<file path="src/rtl/axi_pkg.sv">
// Shared AXI4-Lite response codes, register offsets and FSM state types
// for the register-slave peripheral.
package axi_pkg;

  localparam logic [1:0] RESP_OKAY   = 2'b00;
  localparam logic [1:0] RESP_EXOKAY = 2'b01;
  localparam logic [1:0] RESP_SLVERR = 2'b10;
  localparam logic [1:0] RESP_DECERR = 2'b11;

  localparam logic [4:0] REG_CTRL_OFFSET    = 5'h00;
  localparam logic [4:0] REG_DATA_TX_OFFSET = 5'h04;
  localparam logic [4:0] REG_DATA_RX_OFFSET = 5'h08;
  localparam logic [4:0] REG_IRQ_EN_OFFSET  = 5'h0C;
  localparam logic [4:0] REG_SCRATCH_OFFSET = 5'h10;
  localparam logic [4:0] REG_VERSION_OFFSET = 5'h14;

  localparam logic [31:0] IP_VERSION = 32'h0001_0000;

  typedef enum logic [1:0] {
    WR_IDLE    = 2'd0,
    WR_HAVE_AW = 2'd1,
    WR_HAVE_W  = 2'd2,
    WR_RESP    = 2'd3
  } wr_state_e;

  typedef enum logic {
    RD_IDLE = 1'b0,
    RD_RESP = 1'b1
  } rd_state_e;

endpackage

</file>
<file path="src/rtl/axi4_lite_reg_slave.sv">
// AXI4-Lite register slave: CTRL, DATA_TX, DATA_RX (loopback of DATA_TX),
// IRQ_EN, SCRATCH and a read-only VERSION word.
// Handshake rule on every channel: a transfer happens on the rising edge
// where VALID and READY are both high; VALID is held with stable payload
// until then, and the slave's READY is a registered output.
module axi4_lite_reg_slave
  import axi_pkg::*;
#(
  parameter int ADDR_WIDTH = 32,
  parameter int DATA_WIDTH = 32,
  parameter int STRB_WIDTH = DATA_WIDTH / 8
) (
  input  logic                  aclk,
  input  logic                  areset,
  input  logic [ADDR_WIDTH-1:0] awaddr,
  input  logic [2:0]            awprot,
  input  logic                  awvalid,
  output logic                  awready,
  input  logic [DATA_WIDTH-1:0] wdata,
  input  logic [STRB_WIDTH-1:0] wstrb,
  input  logic                  wvalid,
  output logic                  wready,
  output logic [1:0]            bresp,
  output logic                  bvalid,
  input  logic                  bready,
  input  logic [ADDR_WIDTH-1:0] araddr,
  input  logic [2:0]            arprot,
  input  logic                  arvalid,
  output logic                  arready,
  output logic [DATA_WIDTH-1:0] rdata,
  output logic [1:0]            rresp,
  output logic                  rvalid,
  input  logic                  rready,
  output logic [1:0]            dbg_wr_state,
  output logic                  dbg_rd_state
);

  wr_state_e             wr_state_q, wr_state_d;
  logic [ADDR_WIDTH-1:0] awaddr_q, awaddr_d;
  logic [DATA_WIDTH-1:0] wdata_q, wdata_d;
  logic [STRB_WIDTH-1:0] wstrb_q, wstrb_d;
  logic                  awready_q, awready_d, wready_q, wready_d;
  logic                  bvalid_q, bvalid_d;
  logic [1:0]            bresp_q, bresp_d;
  logic                  wr_fire, wr_err;

  rd_state_e             rd_state_q, rd_state_d;
  logic                  arready_q, arready_d, rvalid_q, rvalid_d;
  logic [DATA_WIDTH-1:0] rdata_q, rdata_d;
  logic [1:0]            rresp_q, rresp_d;
  logic                  rd_err;

  logic [DATA_WIDTH-1:0] ctrl_q, ctrl_d, tx_q, tx_d, rx_q, rx_d;
  logic [DATA_WIDTH-1:0] irq_en_q, irq_en_d, scratch_q, scratch_d;
  logic [DATA_WIDTH-1:0] wr_old, wr_merged, rd_val;
  logic [4:0]            wr_off, rd_off;

  logic aw_hs, w_hs, b_hs, ar_hs, r_hs;
  logic unused_bits;

  assign aw_hs = awvalid & awready_q;
  assign w_hs  = wvalid & wready_q;
  assign b_hs  = bvalid_q & bready;
  assign ar_hs = arvalid & arready_q;
  assign r_hs  = rvalid_q & rready;

  // Write FSM: latch AW and W independently, fire the register update and
  // raise bvalid on the edge where the second of the two is accepted.
  always_comb begin
    wr_state_d = wr_state_q;
    awaddr_d   = awaddr_q;
    wdata_d    = wdata_q;
    wstrb_d    = wstrb_q;
    bresp_d    = bresp_q;
    wr_fire    = 1'b0;
    if (aw_hs) awaddr_d = awaddr;
    if (w_hs) begin
      wdata_d = wdata;
      wstrb_d = wstrb;
    end
    case (wr_state_q)
      WR_IDLE: begin
        if (aw_hs && w_hs) begin
          wr_state_d = WR_RESP;
          wr_fire    = 1'b1;
        end else if (aw_hs) begin
          wr_state_d = WR_HAVE_AW;
        end else if (w_hs) begin
          wr_state_d = WR_HAVE_W;
        end
      end
      WR_HAVE_AW: if (w_hs) begin
        wr_state_d = WR_RESP;
        wr_fire    = 1'b1;
      end
      WR_HAVE_W: if (aw_hs) begin
        wr_state_d = WR_RESP;
        wr_fire    = 1'b1;
      end
      WR_RESP: if (b_hs) wr_state_d = WR_IDLE;
      default: wr_state_d = WR_IDLE;
    endcase
    wr_err = |awaddr_d[ADDR_WIDTH-1:5];
    if (wr_fire) bresp_d = wr_err ? RESP_SLVERR : RESP_OKAY;
    awready_d = (wr_state_d == WR_IDLE) || (wr_state_d == WR_HAVE_W);
    wready_d  = (wr_state_d == WR_IDLE) || (wr_state_d == WR_HAVE_AW);
    bvalid_d  = (wr_state_d == WR_RESP);
  end

  // Register file: strobe-merged write into the addressed RW register;
  // DATA_RX follows DATA_TX one clock later.
  always_comb begin
    ctrl_d    = ctrl_q;
    tx_d      = tx_q;
    rx_d      = tx_q;
    irq_en_d  = irq_en_q;
    scratch_d = scratch_q;
    wr_off    = {awaddr_d[4:2], 2'b00};
    case (wr_off)
      REG_CTRL_OFFSET:    wr_old = ctrl_q;
      REG_DATA_TX_OFFSET: wr_old = tx_q;
      REG_IRQ_EN_OFFSET:  wr_old = irq_en_q;
      REG_SCRATCH_OFFSET: wr_old = scratch_q;
      default:            wr_old = '0;
    endcase
    wr_merged = wr_old;
    for (int i = 0; i < STRB_WIDTH; i++) begin
      if (wstrb_d[i]) wr_merged[i*8 +: 8] = wdata_d[i*8 +: 8];
    end
    if (wr_fire && !wr_err) begin
      case (wr_off)
        REG_CTRL_OFFSET:    ctrl_d    = wr_merged;
        REG_DATA_TX_OFFSET: tx_d      = wr_merged;
        REG_IRQ_EN_OFFSET:  irq_en_d  = wr_merged;
        REG_SCRATCH_OFFSET: scratch_d = wr_merged;
        default: ;
      endcase
    end
  end

  // Read FSM: capture decoded data on the AR handshake, hold until R handshake.
  always_comb begin
    rd_state_d = rd_state_q;
    rdata_d    = rdata_q;
    rresp_d    = rresp_q;
    rd_off     = {araddr[4:2], 2'b00};
    rd_err     = |araddr[ADDR_WIDTH-1:5];
    case (rd_off)
      REG_CTRL_OFFSET:    rd_val = ctrl_q;
      REG_DATA_TX_OFFSET: rd_val = tx_q;
      REG_DATA_RX_OFFSET: rd_val = rx_q;
      REG_IRQ_EN_OFFSET:  rd_val = irq_en_q;
      REG_SCRATCH_OFFSET: rd_val = scratch_q;
      REG_VERSION_OFFSET: rd_val = DATA_WIDTH'(IP_VERSION);
      default:            rd_val = '0;
    endcase
    case (rd_state_q)
      RD_IDLE: if (ar_hs) begin
        rd_state_d = RD_RESP;
        rdata_d    = rd_err ? '0 : rd_val;
        rresp_d    = rd_err ? RESP_SLVERR : RESP_OKAY;
      end
      RD_RESP: if (r_hs) rd_state_d = RD_IDLE;
      default: rd_state_d = RD_IDLE;
    endcase
    arready_d = (rd_state_d == RD_IDLE);
    rvalid_d  = (rd_state_d == RD_RESP);
  end

  // State and register flops; reset aborts any transaction in flight.
  always_ff @(posedge aclk or posedge areset) begin
    if (areset) begin
      wr_state_q <= WR_IDLE;
      awaddr_q   <= '0;
      wdata_q    <= '0;
      wstrb_q    <= '0;
      awready_q  <= 1'b0;
      wready_q   <= 1'b0;
      bvalid_q   <= 1'b0;
      bresp_q    <= RESP_OKAY;
      rd_state_q <= RD_IDLE;
      arready_q  <= 1'b0;
      rvalid_q   <= 1'b0;
      rdata_q    <= '0;
      rresp_q    <= RESP_OKAY;
      ctrl_q     <= '0;
      tx_q       <= '0;
      rx_q       <= '0;
      irq_en_q   <= '0;
      scratch_q  <= '0;
    end else begin
      wr_state_q <= wr_state_d;
      awaddr_q   <= awaddr_d;
      wdata_q    <= wdata_d;
      wstrb_q    <= wstrb_d;
      awready_q  <= awready_d;
      wready_q   <= wready_d;
      bvalid_q   <= bvalid_d;
      bresp_q    <= bresp_d;
      rd_state_q <= rd_state_d;
      arready_q  <= arready_d;
      rvalid_q   <= rvalid_d;
      rdata_q    <= rdata_d;
      rresp_q    <= rresp_d;
      ctrl_q     <= ctrl_d;
      tx_q       <= tx_d;
      rx_q       <= rx_d;
      irq_en_q   <= irq_en_d;
      scratch_q  <= scratch_d;
    end
  end

  assign awready      = awready_q;
  assign wready       = wready_q;
  assign bvalid       = bvalid_q;
  assign bresp        = bresp_q;
  assign arready      = arready_q;
  assign rvalid       = rvalid_q;
  assign rdata        = rdata_q;
  assign rresp        = rresp_q;
  assign dbg_wr_state = wr_state_q;
  assign dbg_rd_state = rd_state_q;

  // Protection bits and the byte offset within a word carry no meaning here.
  assign unused_bits = &{1'b0, awprot, arprot, awaddr_d[1:0], araddr[1:0]};

endmodule

</file>
<file path="config.mk">
export PLATFORM = sky130hd
export DESIGN_NAME = axi4_lite_reg_slave
export DESIGN_NICKNAME = d
export VERILOG_FILES = /design/src/rtl/axi_pkg.sv /design/src/rtl/axi4_lite_reg_slave.sv
export SDC_FILE = /design/constraint.sdc
export NUM_CORES = 1
export LEC_CHECK = 0
export BUFFER_PORTS_ARGS = -buffer_cell sky130_fd_sc_hd__buf_2
export CAP_MARGIN = 20
export CORE_MARGIN = 10
export CORE_UTILIZATION = 45
export CTS_CLUSTER_SIZE = 30
export DETAILED_ROUTE_END_ITERATION = 7
export GPL_TIMING_DRIVEN = 0
export PLACE_DENSITY_LB_ADDON = 0.12
export SLEW_MARGIN = 20
export SYNTH_ARGS = -nofsm -noshare
export SYNTH_HDL_FRONTEND = slang
export SYNTH_SLANG_ARGS = --single-unit
</file>
<file path="constraint.sdc">
create_clock -name aclk -period 12.8 [get_ports aclk]
set_clock_uncertainty 0.1 [all_clocks]
set_input_delay 3.2 -clock aclk [delete_from_list [all_inputs] [get_ports aclk]]
set_output_delay 3.2 -clock aclk [all_outputs]
set_load 0.05 [all_outputs]
</file>
==> impl.org <==
** Outcome
- Outcome :: finished, final reports clean

** Timing
- The final-report hold violation count was 0.
- RSZ-0062 raised after global routing :: false
- Slew HR :: 31.0%
- The number of max-slew violations in the final report came to 0.
- F_max :: 180 MHz
- Setup violations remaining at the end of the flow were counted as 0.
- Of the available clock period, the critical path in the final layout requires 43.3%.
- Least-Margin Pin Slew :: 1.04 ns
- Shortest clock period the worst path allows after layout :: 5.54 ns

** Synthesis
- After Yosys synthesis, and, or, nand and nor cells account for 14.8% of the synthesized area.
- Counting flops with an async set or reset pin after synthesis yields a share of 100%.
- Dominant cell type by area after synthesis :: sky130_fd_sc_hd__dfrtp_1
- Share of Yosys cell area claimed by the top area cell type :: 55.4%
- Counting flops with a built-in enable in the synthesized netlist gives 0.
- Post-synthesis compound-gate area fraction :: 15.6%
- Of the post-synthesis cell area, the part taken by muxes is 10.3%.
- The synthesized netlist contains 47 unique library cells.
- Synth Register Bits :: 267
- Number of cells produced by synthesis :: 1181
- Post-synthesis sequential area ratio :: 55.4%
- Among all flip-flop cells after synthesis, the most frequent one is sky130_fd_sc_hd__dfrtp_1.
- XOR/XNOR Fraction of Synth Area :: 0%
- For this run, the number of Yosys warnings is 0.
- Per-instance average area after synthesis :: 10.2 µm²
- Summing every instance area after synthesis gives 0.0121 mm².
- After Yosys synthesis, full adders, half adders and majority gates account for 0% of the synthesized area.
- Cell types with the largest area share after synthesis :: sky130_fd_sc_hd__dfrtp_1, sky130_fd_sc_hd__nand2_1, sky130_fd_sc_hd__a21oi_1, sky130_fd_sc_hd__o21ai_0, sky130_fd_sc_hd__mux2_2
- Dominant combinational cell family by area after synthesis :: compound AO/OA/AOI/OAI gates

** Place
- Once placement finished, the instance area stood at 0.0132 mm².
- The count of buffers added on input and output ports is 141.
- Detailed placement ended at an HPWL of 26600 µm.
- Routability-driven placement finished with a final weighted congestion of 0.866.

** Die
- Starting utilization of the core area :: 46.0%
- Measured along the x axis, the die boundary spans 184 µm.
- Die span in y :: 184 µm
- 157 I/O pins were placed.
- Row generation in the floorplan step produced 59 rows.
- In this run the standard cell core region covers 0.0262 mm².
- The die covers 0.0337 mm².

** Critical path
- Kind of start point of the critical path :: input port
- Worst Path Arrival :: 5.88 ns
- On the critical path, the stage with the largest delay is an instance of sky130_fd_sc_hd__buf_1.
- Of all nets on the critical path, the largest fanout is 10.
- Cells along the critical path :: clkbuf_1 -> buf_1 -> buf_2 -> mux2i_1 -> o22ai_1 -> a22o_1
- Slack of the worst reg-to-reg path :: 9.71 ns
- CP top delay family :: buffers and inverters
- The critical path contains buffers and inverters numbering 3 combined.
- STA classifies the critical path endpoint as a flip-flop.
- Critical path required time :: 13.13 ns
- On the worst path, the slowest cell contributes a delay of 0.84 ns.
- The critical path is of the in -> reg type.

** Layout
- 0 antenna diodes ended up in the layout.
- The top cell types in the final layout, fill and taps aside, are sky130_fd_sc_hd__dfrtp_1, sky130_fd_sc_hd__nand2_1, sky130_fd_sc_hd__buf_2.
- Final #Nets :: 1469
- The area growth from synthesis to layout is 18.2%.
- Leaving out fill and tap cells, the most frequent cell in the layout is sky130_fd_sc_hd__dfrtp_1.
- Counting the fill cells in the layout gives 2358.
- In the final layout, the share of cells above drive strength 1 is 20.6%.
- After routing the design area is 0.0143 mm².

** CTS
- Cts-stage hold buffer count :: 0
- The tree is rooted in a sky130_fd_sc_hd__clkbuf_16.
- Maximum buffer depth of the clock tree :: 3
- H-tree depth :: 1
- Once the clock tree was built, the resizer swapped 0 gates to a different size.
- Clock tree from TritonCTS :: built
- Clock latency on the worst-skew pair :: 0.55 ns
- Clock slew seen by the registers of the worst setup and hold paths :: 0.06 ns
- Clock sinks :: 267
- Setup bufs post-CTS :: 0
- Number of buffers inserted during clock tree synthesis :: 29

** Global routing
- GRT Resource Usage Total :: 23.2%
- The total overflow left after global routing is 0.
- Via count of the first global-routing pass :: 10200
- First-pass GRT wire length :: 60900 µm
- Initial antenna violation count :: 0
- Pin count of the biggest net entering global routing :: 106

** Pwr
- The analysis attributes to cell leakage a power of 6.57 nW.
- Across the VDD grid, the largest voltage drop is 0.139 mV.
- Total power for the finished layout comes to 2.69 mW.
- Pwr Density :: 189 mW/mm²

** Routing
- For this run, design rule violations remaining after detail routing come to 0.
- Detail Route Antenna Nets :: 0
- Post-detailed-route via-to-cell ratio :: 5.88
- Wires add up to 39300 µm.
- Count of vias placed by the detailed router :: 10100
- The detailed router finished its first iteration with 1003 violations.
- After detailed routing, the average wire length per cell comes to 23.0 µm.
- DRT Pass-1 Iters :: 5

** Run
- Max Cap Viol :: 0

** Worst hold path
- Type of the most critical hold path :: reg -> reg
[per-stage QoR]
| step | utilization [%] | setup slack, ns | TNS (ns) | hold slack, ns | cells |
|---|---|---|---|---|---|
| floorplan | - | 2.15 | 0 | 0.290 | 1182 |
| global placement | 50.3 | -0.886 | -228.99 | 0.310 | 1658 |
| detailed placement | 50.5 | 6.78 | 0 | 0.309 | 1660 |
| CTS | 54.4 | 7.35 | 0 | 0.322 | 1711 |
| global route | 54.4 | 7.26 | 0 | 0.334 | 1711 |
| finish | 54.4 | 7.26 | 0 | 0.323 | 1711 |
[state kept, by name (all words and copies together), names as in the netlist]
name          cells
arready           1
awaddr_q         30
awready           1
bresp             1
bvalid            1
ctrl_q           32
dbg_wr_state      2
irq_en_q         32
rdata            32
rresp             1
rvalid            1
rx_d             32
rx_q             32
scratch_q        32
wdata_q          32
wready            1
wstrb_q           4
[where the power goes]
group | leakage [nW] | internal, mW | switching [mW]
clock network | 0.492 | 0.539 | 0.343
logic | 2.50 | 0.216 | 0.585
registers | 3.58 | 0.957 | 0.0531
[kinds of logic after synthesis]
| kind of cell | count (synthesis) |
|---|---|
| simple gates | 402 |
| compound gates | 305 |
| other cells | 1 |
| flops | 267 |
| buf+inv | 103 |
| mux | 103 |
[metal layers]
layer | global-route usage, % | wire (µm) | vias up
li1 | - | - | 4586
met1 | 31.8 | 17100 | 4972
met2 | 35.9 | 17600 | 427
met3 | 5.04 | 3470 | 78
met4 | 7.31 | 1100 | 0
met5 | 0 | 0 | -
[final cells by class]
type                            instances  area, µm²  area share, %
Multi-Input combinational cell        812       4910           34.5
Clock inverter                         10        155           1.09
Clock buffer                           41        851           5.97
Inverter                               13       56.3          0.395
Sequential cell                       267       6680           46.9
Buffer                                 90        417           2.92
Timing Repair Buffer                  143        761           5.34
Tap cell                              335        419           2.94
[worst reg2reg max path: stages, from the launching register on]
cell,delay [ns]
sky130_fd_sc_hd__dfrtp_1,0.46
sky130_fd_sc_hd__and2_4,0.20
sky130_fd_sc_hd__buf_6,0.14
sky130_fd_sc_hd__o21ai_1,0.51
sky130_fd_sc_hd__clkbuf_1,0.64
sky130_fd_sc_hd__buf_2,0.39
sky130_fd_sc_hd__nand4_1,0.13
sky130_fd_sc_hd__o211ai_1,0.25
sky130_fd_sc_hd__a21oi_1,0.14
[final timing paths]
check,start,endpoint,depth (start not counted)
max,araddr[3],rdata[29],6
min,rx_d[5],rx_q[5],0
max in group asynchronous,areset,ctrl_q[26],4
min reg2reg,rx_d[5],rx_q[5],0
max reg2reg,awready,ctrl_q[9],8
min in group asynchronous,areset,scratch_q[12],2
[synthesized netlist by cell type, types with 5 or more instances]
cell	count
sky130_fd_sc_hd__a21oi_1	103
sky130_fd_sc_hd__a22o_1	20
sky130_fd_sc_hd__a22oi_1	16
sky130_fd_sc_hd__buf_2	21
sky130_fd_sc_hd__buf_6	5
sky130_fd_sc_hd__clkbuf_1	56
sky130_fd_sc_hd__dfrtp_1	267
sky130_fd_sc_hd__inv_1	12
sky130_fd_sc_hd__mux2_1	11
sky130_fd_sc_hd__mux2_2	38
sky130_fd_sc_hd__mux2i_1	42
sky130_fd_sc_hd__mux4_2	12
sky130_fd_sc_hd__nand2_1	197
sky130_fd_sc_hd__nand3_1	22
sky130_fd_sc_hd__nand4_1	36
sky130_fd_sc_hd__nor2_1	93
sky130_fd_sc_hd__nor2b_1	15
sky130_fd_sc_hd__nor4_1	17
sky130_fd_sc_hd__o2111ai_1	17
sky130_fd_sc_hd__o211ai_1	17
sky130_fd_sc_hd__o21ai_0	86
sky130_fd_sc_hd__o21ai_1	9
sky130_fd_sc_hd__o22ai_1	22
No activity file was read; power rests on OpenSTA's default activity.
